<file path="src/rtl/adc_timebase.sv">
// ADC timebase: sequenced power-on reset, free-running 1 us tick, and a
// programmable ADC sample strobe with a wrapping strobe counter.
module adc_timebase #(
   parameter int CLK_HZ     = 48000000,
   parameter int POR_CYCLES = 4800,
   parameter int DIV_WIDTH  = 16
) (
   input  logic                 clk,
   input  logic                 reset,
   input  logic                 run,
   input  logic [DIV_WIDTH-1:0] sample_div,
   output logic                 sys_rst_n,
   output logic                 tick_1us,
   output logic                 sample_strobe,
   output logic [DIV_WIDTH-1:0] sample_count,
   output logic                 div_err
);

   localparam int TICK_DIV = CLK_HZ / 1000000;
   localparam int TW = (TICK_DIV > 1) ? $clog2(TICK_DIV) : 1;
   localparam int PW = (POR_CYCLES > 1) ? $clog2(POR_CYCLES) : 1;
   localparam logic [TW-1:0] TICK_MAX = TW'(TICK_DIV - 1);
   localparam logic [PW-1:0] POR_LAST = PW'(POR_CYCLES - 1);

   typedef enum logic [1:0] {
      ST_HOLD,
      ST_WAIT,
      ST_ACTIVE
   } state_t;

   state_t               state_q;
   logic [PW-1:0]        por_cnt_q;
   logic [TW-1:0]        tick_cnt_q;
   logic [DIV_WIDTH-1:0] div_cnt_q;
   logic [DIV_WIDTH-1:0] div_q;
   logic [DIV_WIDTH-1:0] count_q;
   logic                 run_q;
   logic                 sys_rst_n_q;
   logic                 tick_q;
   logic                 strobe_q;
   logic                 div_err_q;

   logic                 div_small_d;
   logic [DIV_WIDTH-1:0] div_clamp_d;

   // Divisors below 2 are forced to 2 so the strobe never degenerates.
   always_comb begin
      div_small_d = (sample_div < DIV_WIDTH'(2));
      div_clamp_d = div_small_d ? DIV_WIDTH'(2) : sample_div;
   end

   // NOTE: sequential state uses non-blocking assignments only, so every
   // register reads the pre-edge value of every other register.
   always_ff @(posedge clk) begin
      if (!reset) begin
         state_q     <= ST_HOLD;
         por_cnt_q   <= '0;
         tick_cnt_q  <= '0;
         div_cnt_q   <= '0;
         div_q       <= DIV_WIDTH'(2);
         count_q     <= '0;
         run_q       <= 1'b0;
         sys_rst_n_q <= 1'b0;
         tick_q      <= 1'b0;
         strobe_q    <= 1'b0;
         div_err_q   <= 1'b0;
      end else begin
         tick_q   <= 1'b0;
         strobe_q <= 1'b0;
         case (state_q)
            ST_HOLD: begin
               state_q   <= ST_WAIT;
               por_cnt_q <= '0;
            end
            ST_WAIT: begin
               if (por_cnt_q == POR_LAST) state_q <= ST_ACTIVE;
               else por_cnt_q <= por_cnt_q + PW'(1);
            end
            ST_ACTIVE: begin
               sys_rst_n_q <= 1'b1;
               run_q       <= run;
               // Tick counter starts once sys_rst_n is visible downstream.
               if (sys_rst_n_q) begin
                  if (tick_cnt_q == TICK_MAX) begin
                     tick_q     <= 1'b1;
                     tick_cnt_q <= '0;
                  end else begin
                     tick_cnt_q <= tick_cnt_q + TW'(1);
                  end
               end
               if (strobe_q) count_q <= count_q + DIV_WIDTH'(1);
               if (run && !run_q) begin
                  div_q     <= div_clamp_d;
                  div_err_q <= div_err_q | div_small_d;
                  div_cnt_q <= '0;
                  count_q   <= '0;
               end else if (!run) begin
                  div_cnt_q <= '0;
               end else if (div_cnt_q == div_q) begin
                  // Re-latch only at the period boundary: no mid-period glitch.
                  strobe_q  <= 1'b1;
                  div_cnt_q <= '0;
                  div_q     <= div_clamp_d;
                  div_err_q <= div_err_q | div_small_d;
               end else begin
                  div_cnt_q <= div_cnt_q + DIV_WIDTH'(1);
               end
            end
            default: state_q <= ST_HOLD;
         endcase
      end
   end

   assign sys_rst_n     = sys_rst_n_q;
   assign tick_1us      = tick_q;
   assign sample_strobe = strobe_q;
   assign sample_count  = count_q;
   assign div_err       = div_err_q;

endmodule

</file>
<file path="config.mk">
export PLATFORM = sky130hd
export DESIGN_NAME = adc_timebase
export DESIGN_NICKNAME = d
export VERILOG_FILES = /design/src/rtl/adc_timebase.sv
export SDC_FILE = /design/constraint.sdc
export NUM_CORES = 1
export LEC_CHECK = 0
export BUFFER_PORTS_ARGS = -buffer_cell sky130_fd_sc_hd__buf_2
export CAP_MARGIN = 0
export CORE_ASPECT_RATIO = 0.5
export CORE_MARGIN = 3
export CORE_UTILIZATION = 50
export DETAILED_ROUTE_END_ITERATION = 8
export GPL_TIMING_DRIVEN = 0
export HOLD_SLACK_MARGIN = 0.15
export PLACE_DENSITY = 0.72
export SYNTH_ARGS = -nofsm -noshare
export SYNTH_HDL_FRONTEND = slang
export SYNTH_SLANG_ARGS = --single-unit
</file>
<file path="constraint.sdc">
create_clock -name clk -period 3.7 [get_ports clk]
set_clock_uncertainty 0.05 [all_clocks]
set_input_delay 0.555 -clock clk [delete_from_list [all_inputs] [get_ports clk]]
set_output_delay 0.555 -clock clk [all_outputs]
set_load 0.03 [all_outputs]
</file>
==> results of run 1 <==
-- cells by family (layout without fill, tap and decap cells) --
group	Yosys count	count (layout)	share of synthesized area, %
AOI/OAI and AO/OA	57	57	10.1
xor gates and xnor gates	39	39	8.95
adders and majority gates	4	4	1.31
buffers and inverters	36	88	3.87
DFF	74	74	38.8
muxes	18	18	5.18
and+or+nand+nor	246	246	31.8
-- through the flow --
stage / hold slack (ns) / instance area (um^2) / std cells / total power [uW]
after global routing: 0.431 / 4430 / 618 / 1830
final: 0.413 / 4430 / 618 / 1780
after detailed placement: 0.400 / 4120 / 604 / 872
after floorplan: 0.402 / 3820 / 474 / 846
after CTS: 0.412 / 4430 / 618 / 1790
after global placement: 0.405 / 4120 / 604 / 872
-- final timing paths --
check          startpoint             to  slack [ns]  cells past startpoint
min               div_err        div_err        0.41                      1
min reg2reg       div_err        div_err        0.41                      1
max reg2reg  div_cnt_q[9]  div_cnt_q[13]        1.51                      7
max          div_cnt_q[9]  div_cnt_q[13]        1.51                      7
-- layout make-up --
type | instances | area (um^2) | share of cell area [%]
Multi-Input combinational cell | 364 | 2190 | 49.4
Inverter | 10 | 37.5 | 0.847
Clock inverter | 3 | 65.1 | 1.47
Tap cell | 92 | 115 | 2.60
Timing Repair Buffer | 38 | 190 | 4.29
Buffer | 26 | 110 | 2.49
Clock buffer | 11 | 243 | 5.48
Sequential cell | 74 | 1480 | 33.4
-- routing by layer --
metal | vias to the layer above | GRT usage [%]
met5 | - | 0
met1 | 1673 | 30.3
met3 | 13 | 5.29
li1 | 1798 | -
met4 | 0 | 6.87
met2 | 84 | 33.1
-- where the power goes --
part           internal [uW]  leakage (uW)  switching, uW
clock network            600      0.000151            326
logic                   16.3      0.000926           38.7
registers                799      0.000596           1.89
total                   1410       0.00167            366
-- worst reg2reg max path: stages, from the launching register on --
cell,delay (ns)
dfxtp_1,0.29
buf_2,0.16
xor2_1,0.14
nor4_1,0.38
nand4_1,0.24
buf_2,0.26
a41oi_1,0.43
nor2_1,0.11
-- sequential cells by signal (all words and copies together), names as in the netlist --
register / cells
div_cnt_q: 16
div_err: 1
div_q: 16
por_cnt_q: 13
run_q: 1
sample_count: 16
sample_strobe: 1
state_q: 2
sys_rst_n: 1
tick_1us: 1
tick_cnt_q: 6
-- cell usage in the layout, fill, tap and decap left out, types with 3 or more instances in the layout --
cell       synthesis  final
mux2i_1            4      4
ha_1               4      4
nand3_1           66     66
nor4_1            13     13
xnor2_1           10     10
xor2_1            29     29
nor2_1            42     42
clkbuf_16          0      9
clkbuf_1          16     17
nand2b_1           4      4
o21ai_1            6      6
dfxtp_1           74     74
nand4_1           20     20
nor2b_1            5      5
a31oi_1            4      4
buf_2             10     48
nor3_1             9      9
o21ai_0            8      8
mux2_1            14     14
a21oi_1           15     15
inv_1              9      9
nand2_1           60     60
o311ai_1           6      6
nand3b_1           3      3
or3_1              7      7
and2_1             4      4
==> impl_metrics.tcl, run 1 <==
set metrics [dict create \
    outcome "finished clean" \
    cts_hold_buf 0 \
    rsz0062_at_grt "false" \
    drc 0 \
    routed_via_density 5.77 \
    highest_layer "met4" \
    postRouteAntennaNets 0 \
    ios 39 \
    async_reset_ff_share_pct 0 \
    setup_viol 0 \
    drive_above_1_share_pct 12.0 \
    critPathLaunchType "flip-flop" \
    cts_resized 0 \
    coreArea_um2 7040 \
    syn-cell-area_um2 3820 \
    post-cts-setup-buffers 0 \
    seq_area_frac_synth_pct 38.8 \
    start_util_pct 54.2 \
    ys_seq_elements 74 \
    avgSynthCellArea_um2 8.05 \
    post-route-min-period_ns 2.19 \
    drv_cap 0 \
    vias 3568 \
    initialDrtViolationCount 237 \
    cellPowerDensity_nw_per_um2 402 \
    synth_common_cells "74 x dfxtp_1, 66 x nand3_1, 60 x nand2_1" \
    cts.sinks 74 \
    finalCritPeriodShare_pct 59.2 \
    dpl.hpwl_um 6550 \
    synth_top_area_share_pct 38.8 \
    synth.distinct_cells 50 \
    cts-htree-levels 3 \
    yosys-top-cells-area "dfxtp_1 39%, nand3_1 8.7%, xor2_1 6.7%" \
    grt_pass1_wl_um 15100 \
    wl_met2_um 3940 \
    arrival_ns 2.35 \
    p_leak_uw 0.00167 \
    synth_edf_count 0 \
    syn2layout_area_growth_pct 16.1 \
    grt_pass1_vias 3056 \
    report.final.slew_viol_count 0 \
    dr.pass1.iters 6 \
    cp.required_ns 3.86 \
    tightestPinTransition_ns 0.624 \
    syn_nets 497 \
    crit_top_cell "buf_2" \
    crit_type "reg -> reg" \
    clock_latency_ns 0.34 \
    max_slew_margin_pct 58.4 \
    cp_slowest_stage_delay_ns 0.43 \
    track_usage_pct 21.7 \
    hp-class "reg -> reg" \
    crit_slowest_cell "a41oi_1" \
    io_buffers 38 \
    vdd_drop_max_v 0.000256 \
    die_area_um2 8780 \
    grt-ovfl-total 0 \
    yosysTopAreaCell "dfxtp_1" \
    wl_met1_um 4550 \
    hold_viol_final 0 \
    syn-instance-count 474 \
    ys_warn_count 0 \
    cp-end-kind "flip-flop" \
    grt_max_degree 12 \
    path_max_fanout 10 \
    die_w_um 130 \
    rows 21 \
    antenna_found_initial 0 \
    route.met3.wl_um 442 \
    maxClockFrequency_mhz 456 \
    fin_tns_setup_ns 0 \
    place_congestion 0.828 \
    layout_setup_ws_ns 1.51 \
    drt_wl_total_um 9040 \
    cts_tree "yes" \
    cp_top_family "simple AND/OR/NAND/NOR gates" \
    cts_buffers 9 \
    dpl_worst_slack_ns 1.35 \
    crit_chain "buf_2, xor2_1, nor4_1, nand4_1, buf_2, a41oi_1, nor2_1" \
    cts.path.max_buffers 2 \
    routedWlPerCell_um 14.6 \
    synthFlopType "dfxtp_1" \
    path_buf_inv 2 \
    final_util_pct 62.9 \
    die_y_um 67.8 \
    synth_most_common_cell "dfxtp_1" \
    fillerInstances 643 \
    diodes 0 \
    nNetsFinal 546 \
    clk_pin_slew_ns 0.06 \
    root_buffer "clkbuf_16" \
]
(Power assumes the default switching activity.)
==> run 2, diff against run 1 <==
--- a/config.mk
+++ b/config.mk
@@ -5,6 +5,7 @@
 export SDC_FILE = /design/constraint.sdc
 export NUM_CORES = 1
 export LEC_CHECK = 0
+export ABC_AREA = 1
 export BUFFER_PORTS_ARGS = -buffer_cell sky130_fd_sc_hd__buf_2
 export CAP_MARGIN = 0
 export CORE_ASPECT_RATIO = 0.5
@@ -13,7 +14,7 @@
 export DETAILED_ROUTE_END_ITERATION = 8
 export GPL_TIMING_DRIVEN = 0
 export HOLD_SLACK_MARGIN = 0.15
-export PLACE_DENSITY = 0.72
+export PLACE_DENSITY = 0.75
 export SYNTH_ARGS = -nofsm -noshare
 export SYNTH_HDL_FRONTEND = slang
 export SYNTH_SLANG_ARGS = --single-unit
==> constraint.sdc (replaced) <==
create_clock -name clk -period 1.9 [get_ports clk]
set_clock_uncertainty 0.05 [all_clocks]
set_input_delay 0.285 -clock clk [delete_from_list [all_inputs] [get_ports clk]]
set_output_delay 0.285 -clock clk [all_outputs]
set_load 0.03 [all_outputs]
==> run 2 against run 1 <==
Register-to-register slack lost 1.4 ns. Global-route usage down 0.45 points. Utilization fell by 0.35 points. Critical path type unchanged. Critical path depth increased by 6. Sequential cell count is the same. Cell count is 24% higher. Combinational power grew to 6.7 times the previous value. Maximum frequency grew 22%.
==> impl_metrics.tcl, run 2 <==
set metrics [dict create \
    outcome "finished clean" \
    setup_viol 0 \
    reg2reg_to "div_q[15]" \
    ys_warn_count 0 \
    path_max_fanout 10 \
    cp_top_family "simple AND/OR/NAND/NOR gates" \
    coreArea_um2 7460 \
    antenna_found_initial 0 \
    ios 39 \
    root_buffer "clkbuf_16" \
    yosys-top-cells-area "dfxtp_1 38%, nand2_1 15%, nor2_1 7.6%" \
    cellPowerDensity_nw_per_um2 815 \
    crit_slowest_cell "dfxtp_1" \
    report.final.slew_viol_count 0 \
    drc 0 \
    synth_edf_count 0 \
    io_buffers 38 \
    dr.pass1.iters 5 \
    hold_viol_final 0 \
    track_usage_pct 21.2 \
    fin_tns_setup_ns 0 \
    min_from "sample_div[13]" \
    synth_most_common_cell "nand2_1" \
    hold_path_depth 3 \
    seq_area_frac_synth_pct 37.9 \
    synth_top_area_share_pct 37.9 \
    max_slew_margin_pct 55.8 \
    dpl.hpwl_um 6450 \
    drt_wl_total_um 9170 \
    routedWlPerCell_um 12.0 \
    start_util_pct 52.4 \
    maxClockFrequency_mhz 557 \
    synthFlopType "dfxtp_1" \
    grt-ovfl-total 0 \
    syn2layout_area_growth_pct 19.4 \
    cts_tree "yes" \
    grt_max_degree 13 \
    cts.path.max_buffers 2 \
    hp-class "in -> reg" \
    place_congestion 0.856 \
    rows 22 \
    die_y_um 68.5 \
    p_leak_uw 0.00194 \
    routed_via_density 4.96 \
    crit_chain "clkbuf_4, nand2_1, inv_1, nor2_1, nor2_1, nand2_1, nor2_4, nand2_4, nand2_8, nand2_8, buf_6, nor2_1, nor2_1" \
    path_buf_inv 3 \
    grt_pass1_vias 3219 \
    syn-cell-area_um2 3910 \
    avgSynthCellArea_um2 6.59 \
    cts_buffers 9 \
    crit_type "reg -> reg" \
    fillerInstances 672 \
    tightestPinTransition_ns 0.663 \
    cts.sinks 74 \
    die_w_um 131 \
    cp_slowest_stage_delay_ns 0.30 \
    nNetsFinal 675 \
    diodes 0 \
    cp.required_ns 2.08 \
    mostFrequentLayoutCell "nand2_1" \
    vdd_drop_max_v 0.000455 \
    initialDrtViolationCount 299 \
    syn_nets 616 \
    syn-instance-count 593 \
    synth_common_cells "158 x nand2_1, 79 x nor2_1, 74 x dfxtp_1" \
    worstReg2RegStart "div_cnt_q[3]" \
    reg2reg_slack_ns 0.10 \
    die_area_um2 8980 \
    rsz0062_at_grt "false" \
    clock_latency_ns 0.34 \
    reg2reg_depth 13 \
    vias 3796 \
    whs_ns 0.167 \
    postRouteAntennaNets 0 \
    cp-end-kind "flip-flop" \
    synth.distinct_cells 33 \
    cp_num_cells 13 \
    yosysTopAreaCell "dfxtp_1" \
    async_reset_ff_share_pct 0 \
    holdPathEnd "div_q[13]" \
    cts-htree-levels 3 \
    drive_above_1_share_pct 16.9 \
    grt_pass1_wl_um 14900 \
    drv_cap 0 \
    finalCritPeriodShare_pct 94.5 \
    layout_common_cells "157 x nand2_1, 75 x nor2_1, 73 x dfxtp_1, 62 x inv_1, 42 x buf_2" \
    ys_seq_elements 74 \
    post-route-min-period_ns 1.80 \
    arrival_ns 1.98 \
    critPathLaunchType "flip-flop" \
    crit_top_cell "nor2_1" \
    clk_pin_slew_ns 0.06 \
]
-- run 2: cell types whose count changed after synthesis, moves of 17 or more --
cell,change
o21ai_0,+17
a21oi_1,+24
nor2_1,+37
nand2_1,+98
inv_1,+53
nand3_1,-27
-- run 2: metrics by stage --
step	instances	util, %	power [uW]	cell area [um^2]	setup slack (ns)
floorplan	593	-	1890	3910	0.294
global placement	739	56.8	1990	4240	0.100
detailed placement	739	56.8	1990	4240	0.0686
CTS	760	61.8	3830	4610	0.0816
global route	765	62.6	3950	4670	0.000616
finish	765	62.6	3810	4670	0.104
-- run 2: report_power, final --
part / internal [uW] / switching [uW]
clock: 1180 / 648
sequential: 1580 / 23.8
combinational: 123 / 248
total: 2890 / 919
-- run 2: repair_timing --
item / CTS / global route
gates resized for setup: 1 / 8
endpoints found under the hold margin: 5 / 0
endpoints found under the setup margin: 1 / 24
setup buffers: 0 / 5
pin swaps: 0 / 4
hold buffers: 5 / 0
-- run 2: how the worst max path moves through the flow --
stage,from,to,slack [ns]
2_1_floorplan,sample_count[1],sample_count[14],0.29
4_1_cts,por_cnt_q[0],por_cnt_q[10],0.08
6_report,div_cnt_q[3],div_q[15],0.10
5_1_grt,state_q[1],sample_count[13],0.0006
3_3_place_gp,div_cnt_q[1],div_cnt_q[10],0.10
3_5_place_dp,div_cnt_q[1],div_cnt_q[10],0.07
-- run 2: cell type report --
class / count / area [um^2] / share of cell area [%]
tap: 108 / 135 / 2.90
timing repair buffer: 48 / 278 / 5.95
sequential: 74 / 1480 / 31.8
inverter: 82 / 308 / 6.60
multi-input combinational: 423 / 2060 / 44.1
clock buffer: 11 / 243 / 5.20
buffer: 14 / 83.8 / 1.80
clock inverter: 5 / 77.6 / 1.66
-- run 2: worst min-delay path: stages --
cell    delay, ns
buf_2        0.10
nor2_1       0.05
nor2_1       0.08
-- run 2: metal layers --
layer  track usage, %  vias up  share of wire (%)
li1                 -     2004                  -
met1             29.4     1683                 49
met4             5.00        0                1.6
met3             6.00       13                6.3
met5                0        -                  0
met2             33.1       96                 43
-- run 2: logic make-up (layout without fill, tap and decap cells) --
group | after synthesis | after routing | synth area share [%]
flip-flops | 74 | 74 | 37.9
AO/OA/AOI/OAI | 74 | 74 | 10.1
AND/OR/NAND/NOR | 329 | 329 | 37.3
buffers and inverters | 96 | 160 | 9.89
adder cells (fa/ha/maj) | 4 | 4 | 1.28
XOR/XNOR | 16 | 16 | 3.58
